<file path="config.mk">
export PLATFORM = sky130hd
export DESIGN_NAME = insmem_fetch_loader
export DESIGN_NICKNAME = d
export VERILOG_FILES = /design/src/rtl/insmem_fetch_loader.sv
export SDC_FILE = /design/constraint.sdc
export NUM_CORES = 1
export LEC_CHECK = 0
export BUFFER_PORTS_ARGS = -buffer_cell sky130_fd_sc_hd__buf_2
export CORE_MARGIN = 2
export CORE_UTILIZATION = 55
export CTS_CLUSTER_DIAMETER = 80
export DETAILED_ROUTE_END_ITERATION = 7
export GPL_ROUTABILITY_DRIVEN = 0
export PLACE_DENSITY = 0.74
export SLEW_MARGIN = 5
export SYNTH_ARGS = -nofsm -noshare
export SYNTH_HDL_FRONTEND = slang
export SYNTH_SLANG_ARGS = --single-unit
</file>
<file path="constraint.sdc">
create_clock -name CLK -period 2.9 [get_ports CLK]
set_input_delay 0.29 -clock CLK [delete_from_list [all_inputs] [get_ports CLK]]
set_output_delay 0.29 -clock CLK [all_outputs]
set_load 0.05 [all_outputs]
</file>
<file path="src/rtl/insmem_fetch_loader.sv">
// Byte-addressed big-endian instruction memory with a registered fetch port and byte-serial loader.
// Define INSMEM_ALIGN_CHECK_EN to flag misaligned fetches instead of forcing word alignment.
module insmem_fetch_loader #(
    parameter int unsigned DEPTH_BYTES = 128,
    parameter int unsigned PC_OFFSET   = 4,
    parameter logic [31:0] HALT_WORD   = 32'hFC000000
) (
    input  logic                         CLK,
    input  logic                         Reset,
    input  logic [31:0]                  PC,
    input  logic                         fetch_req,
    output logic                         fetch_ready,
    output logic                         fetch_valid,
    output logic [31:0]                  instruction,
    output logic                         fetch_err,
    input  logic                         load_start,
    input  logic                         load_valid,
    input  logic [7:0]                   load_data,
    input  logic                         load_last,
    output logic                         load_ready,
    output logic                         load_busy,
    output logic [$clog2(DEPTH_BYTES):0] load_count,
    output logic                         load_err
);
    localparam int unsigned IdxW     = $clog2(DEPTH_BYTES);
    localparam int unsigned CntW     = IdxW + 1;
    localparam logic [31:0] LastBase = 32'(DEPTH_BYTES - 4);

    typedef enum logic {StIdle, StLoad} stateT;

    stateT           stateQ, stateD;
    logic [CntW-1:0] cntQ, cntD;
    logic            loadErrQ, loadErrD;
    logic            memWe;
    logic [7:0]      mem [DEPTH_BYTES];

    logic            fetchAcc;
    logic            fetchFault;
    logic [31:0]     fetchAddr;
    logic [IdxW-1:0] rdIdx;
    logic [31:0]     rdWord;
    logic            fetchValidQ, fetchErrQ;
    logic [31:0]     instrQ;

    // The write pointer and the byte count always move together, so one counter serves both.
    always_comb begin
        stateD   = stateQ;
        cntD     = cntQ;
        loadErrD = loadErrQ;
        memWe    = 1'b0;
        if (load_start) begin
            stateD   = StLoad;
            cntD     = '0;
            loadErrD = 1'b0;
        end else if (stateQ == StLoad && load_valid) begin
            if (cntQ == CntW'(DEPTH_BYTES)) begin
                loadErrD = 1'b1;
                stateD   = StIdle;
            end else begin
                memWe = 1'b1;
                cntD  = cntQ + CntW'(1);
                if (load_last) begin
                    stateD = StIdle;
                end
            end
        end
    end

    always_ff @(posedge CLK or posedge Reset) begin
        if (Reset) begin
            stateQ   <= StIdle;
            cntQ     <= '0;
            loadErrQ <= 1'b0;
        end else begin
            stateQ   <= stateD;
            cntQ     <= cntD;
            loadErrQ <= loadErrD;
        end
    end

    // No reset on the array: contents survive Reset, and Reset forces IDLE so memWe stays low.
    always_ff @(posedge CLK) begin
        if (memWe) begin
            mem[cntQ[IdxW-1:0]] <= load_data;
        end
    end

    assign fetch_ready = (stateQ == StIdle) && !load_start;
    assign fetchAcc    = fetch_req && fetch_ready;
    assign fetchAddr   = PC - 32'(PC_OFFSET);

`ifdef INSMEM_ALIGN_CHECK_EN
    assign fetchFault = (fetchAddr > LastBase) || (fetchAddr[1:0] != 2'b00);
    assign rdIdx      = fetchAddr[IdxW-1:0];
`else
    logic [31:0] baseAddr;
    assign baseAddr   = fetchAddr & ~32'h3;
    assign fetchFault = baseAddr > LastBase;
    assign rdIdx      = baseAddr[IdxW-1:0];
`endif

    assign rdWord = {mem[rdIdx], mem[rdIdx + IdxW'(1)], mem[rdIdx + IdxW'(2)],
                     mem[rdIdx + IdxW'(3)]};

    always_ff @(posedge CLK or posedge Reset) begin
        if (Reset) begin
            fetchValidQ <= 1'b0;
            instrQ      <= 32'h0;
            fetchErrQ   <= 1'b0;
        end else begin
            fetchValidQ <= fetchAcc;
            if (fetchAcc) begin
                instrQ    <= fetchFault ? HALT_WORD : rdWord;
                fetchErrQ <= fetchFault;
            end
        end
    end

    assign fetch_valid = fetchValidQ;
    assign instruction = instrQ;
    assign fetch_err   = fetchErrQ;
    assign load_ready  = (stateQ == StLoad);
    assign load_busy   = (stateQ == StLoad);
    assign load_count  = cntQ;
    assign load_err    = loadErrQ;
endmodule

</file>
; Yosys cells after proc, flatten, opt, wreduce, memory -nomap -nowiden
; Memories as Yosys holds them, arrays and structs flattened.
; Index checks and enable logic that the tools add are counted.
[op_classes]
n_addsub = 5
magnitude_cmp = 1
n_eq_ne = 2
mux = 16
bitwise_logic = 1
n_reduce_logical = 10
[op_table]
columns = operator, count
row1 = $gt A32 B7 Y1 const B, 1
row2 = $mux W32, 1
row3 = $sub A32 B3 Y32 const B, 1
row4 = $mux W8, 3
row5 = $add A7 B2 Y7 const B, 2
row6 = $mux W1, 12
row7 = $add A8 B1 Y8 const B, 1
row8 = $eq A8 B8 Y1 const B, 1
row9 = $add A7 B1 Y7 const B, 1
row10 = $reduce_and A2 Y1, 3
row11 = $reduce_bool A2 Y1, 2
row12 = $logic_and A1 B1 Y1, 3
row13 = $reduce_bool A3 Y1, 1
row14 = $ne A2 B2 Y1 const B, 1
row15 = $logic_not A1 Y1, 1
row16 = $not A1 Y1, 1
[totals]
register_bits = 44
ramBits = 1024
input_bits = 46
out_inout_bits = 46
word_cells = 42
n_memories = 1
[mem_list]
columns = name, depth, width, rd, rd_clocked_by_memory_dff, wr, line
row1 = mem, 128, 8, 4, 0, 1, 35  ; logic [7:0] mem [DEPTH_BYTES];

; Longest topological paths before layout
[depth]
depth_word = 6
depth_mapped = 14
ltp_nobuf = 8

; Worst setup path after synthesis
; OpenSTA, ideal clock, no wires.
[synth_path]
kind = flip-flop to flip-flop
from = register cntQ[1] (netlist: load_count[1])
to = memory mem[126][0], enable pin
setup_ns = 0.371
arrival_ns = 2.722
required_time_ns = 2.529
setup_slack_ns = -0.192
path_stages_with_launch = 11
n_path_buf = 2
period_less_slack_ns = 3.092
path_cell_list = dfrtp_1 > clkbuf_1 > inv_1 > ha_1 > nand2_1 > nor3_2 > or2_2 > nor3_1 > nand3_1 > buf_2 > nor2_1
[synth_between]
elab_chain_cells = 6
[synth_rtl]
columns = element, line
row1 = "start, declared", 32  ; logic [CntW-1:0] cntQ, cntD;
row2 = "start signal, assigned", 76  ; cntQ <= cntD;
row3 = $eq A8 B8 Y1, 56  ; if (cntQ == CntW'(DEPTH_BYTES)) begin
row4 = $mux W1, 56
row5 = $mux W1, 55  ; end else if (stateQ == StLoad && load_valid) begin
row6 = $mux W1, 51  ; if (load_start) begin
row7 = $mux W1, 83  ; if (memWe) begin
row8 = $mux W1 (implied by the code), 84  ; mem[cntQ[IdxW-1:0]] <= load_data;
row9 = "end, declared", 35
; Several ways; a longest one is shown, not always the timed one.

; Final worst setup path
[layout_path]
from = register cntQ[0] (netlist: load_count[0])
to = memory mem[118][2], enable pin
; Same word-level chain as after synthesis.

==> results.py <==
metrics = {
    "setup_path": {
        "worstPathArrival_ns": 3.00,
        "startpoint": "load_count[0]$_DFFE_PP0P_",
        "ff2ff_setup_slack_ns": 0.18,
        "crit_chain": "inv_1 > ha_1 > nand2_1 > nor3_2 > or2_2 > nor3_1 > buf_4 > nand3_1 > buf_12 > nor2_1",
        "crit_family": "simple AND/OR/NAND/NOR gates",
        "path_max_fanout": 16,
        "crit_path_start_kind": "register",
        "crit_path_max_incr_delay_ns": 0.65,
        "endpoint_kind": "register",
        "reg2reg_from": "load_count[0]$_DFFE_PP0P_",
        "ff2ff_path_depth": 10,
        "required_ns": 3.18,
        "cp_num_buf_inv": 3,
        "crit_slowest_cell": "nor2_1",
        "timing.rr.end": "mem[118][2]$_DFFE_PP_",
        "worstSetupPathType": "reg2reg",
    },
    "floorplanning": {
        "die-area_um2": 78200,
        "die_x_um": 280,
        "fp.dieH_um": 280,
        "initial_core_util_pct": 55.3,
        "io_pins": 92,
        "rows": 101,
        "core-area_um2": 75600,
    },
    "clock_network": {
        "tritoncts": "built",
        "cts.sinks": 1068,
        "path_clk_slew_ns": 0.07,
        "root_buffer": "clkbuf_16",
        "insertion_delay_ns": 0.67,
        "ctsLongestPathBuffers": 3,
        "htreeDepth": 3,
        "cts_buffers": 106,
    },
    "final_layout": {
        "drive_gt1_share_pct": 29.1,
        "syn_to_final_growth_pct": 14.0,
        "diodes": 0,
        "final_util_pct": 63.0,
        "layout_common_cells": "edfxtp_1, nand2_1, mux4_2",
        "design_area_um2": 47600,
        "nets": 2394,
        "final_common_cell": "edfxtp_1",
    },
    "min_path": {
        "hp-start": "fetch_req",
        "hold_depth": 3,
        "min_to": "fetch_valid$_DFF_PP0_",
        "hp-class": "in2reg",
    },
    "global_routing": {
        "met2_usage_pct": 40.0,
        "grt_pass1_wl_mm": 144,
        "gr-usage-met3_pct": 4.96,
        "grt_overflow": 0,
        "grt_antenna_before_repair": 1,
        "grt_pass1_vias": 22300,
        "grtUsageTotal_pct": 25.1,
        "busiest_layer": "met2",
        "grt_use_met1_pct": 35.4,
        "grt_max_degree": 129,
    },
    "synthesis": {
        "netlist_instances": 2180,
        "seq_area_frac_synth_pct": 76.2,
        "ys_ff_latch": 1068,
        "synth-edff-count": 1024,
        "synthArstFlopShare_pct": 4.12,
        "synth_top_area_share_pct": 73.6,
        "syn-num-nets": 2229,
        "synth_warnings": 0,
        "postSynthAreaPerCell_um2": 19.2,
        "yosys.area.top_type": "edfxtp_1",
        "synth_ff_type": "edfxtp_1",
        "synthDistinctLibCells": 63,
        "synthesis.area_um2": 41800,
        "synthTopCellsByArea": "edfxtp_1, mux4_2, dfrtp_1, nand2_1, nand3_1",
    },
    "sta": {
        "finClkSkew_ns": 0.0312,
        "worst_slack_ns": 0.177,
        "finalMaxSlewViolations": 0,
        "fmax_ghz": 0.367,
        "fin_crit_sh_pct": 93.9,
        "relSlewSlack_pct": 43.6,
        "period_needed_ns": 2.72,
        "holdWs_ns": 0.0466,
        "hold_viol": 0,
        "rsz0062_at_grt": "no",
        "tightestPinTransition_ns": 0.845,
        "setup-violations-final": 0,
        "tns_ns": 0,
    },
    "place": {
        "portBuffers": 89,
        "post-place-ws_ns": 0.169,
        "hpwl_mm": 58.4,
        "dpl-instance-area_um2": 44200,
    },
    "drt": {
        "drtIter0Drc": 2557,
        "viasPerCell": 6.40,
        "dr_total_vias": 21800,
        "first_pass_iters": 6,
        "antenna_left": 0,
        "drc_errors": 0,
        "finalWirelength_mm": 96.0,
        "post_drt_wl_per_cell_um": 28.2,
    },
    "outcome": {
        "status": "finished, final reports clean",
    },
    "power_and_ir_drop": {
        "leakagePower_nw": 15.3,
        "max-vdd-ir-drop_mv": 0.536,
        "p_per_area_nw_per_um2": 680,
    },
    "run": {
        "cap_violations": 0,
    },
}
cells by family after synthesis:
logic type | Yosys count | share of synthesized area, %
buf+inv | 132 | 1.44
compound gates | 78 | 1.32
simple gates | 617 | 6.50
flops | 1068 | 76.2
fa+ha+maj | 3 | 0.0899
xor+xnor | 7 | 0.147
mux | 275 | 14.3
worst max path at each step:
stage,to,slack (ns),cells after the start
after floorplan,instruction[26]$_DFFE_PP0P_,0.03,13
after global placement,mem[31][6]$_DFFE_PP_,0.19,10
after detailed placement,mem[86][6]$_DFFE_PP_,0.17,10
after CTS,mem[86][3]$_DFFE_PP_,0.13,10
after global routing,mem[22][0]$_DFFE_PP_,0.02,10
final,mem[118][2]$_DFFE_PP_,0.18,10
metal layers:
layer / share of wire, % / vias to the layer above
met1: 39 / 11300
met5: 0.011 / -
li1: - / 9078
met3: 9.4 / 199
met2: 48 / 1210
met4: 3.2 / 2
per-stage QoR:
step / power (W) / std cells
final: 0.0324 / 3404
after global routing: 0.0332 / 3404
after CTS: 0.0325 / 3404
after detailed placement: 0.0193 / 3211
after global placement: 0.0192 / 3211
after floorplan: 0.0184 / 2180
sequential cells by signal, summed over array words and instances, names as in the netlist:
| signal | count |
|---|---|
| fetch_err | 1 |
| fetch_valid | 1 |
| instruction | 32 |
| load_busy | 1 |
| load_count | 8 |
| load_err | 1 |
| mem | 1024 |
tightest hold or removal path: stages:
cell and delay (ns):
buf_2 0.07, nand2_1 0.06, clkinv_1 0.18
report_power, final:
| part | switching (W) | internal, W | leakage, nW |
|---|---|---|---|
| logic | 0.00128 | 0.000751 | 3.87 |
| registers | 0.00000958 | 0.0169 | 9.77 |
| clock network | 0.00563 | 0.00779 | 1.70 |
repair_timing:
action	4_1_cts	5_1_grt
setup endpoints to repair	0	4
buffers inserted	0	0
hold endpoints to repair	33	0
hold buffers	4	0
resized for setup	0	1
synthesized netlist by cell type, types with 12 or more instances:
cell type  instances
nor4_1            12
nand2_1          271
clkbuf_1          66
o21ai_0           30
mux4_2           256
mux2i_1           19
edfxtp_1        1024
dfrtp_1           44
buf_2             47
nor2_1           148
nand4_1           30
nand3_1          119
layout make-up:
| type | count | area, um^2 |
|---|---|---|
| tap | 978 | 1220 |
| timing repair buffer | 180 | 1480 |
| sequential | 1068 | 31900 |
| clock buffer | 129 | 2900 |
| clock inverter | 60 | 523 |
| multi-input combinational | 980 | 9610 |
| fill | 5018 | 27900 |
| inverter | 9 | 33.8 |
No activity file was read; power rests on OpenSTA's default activity.
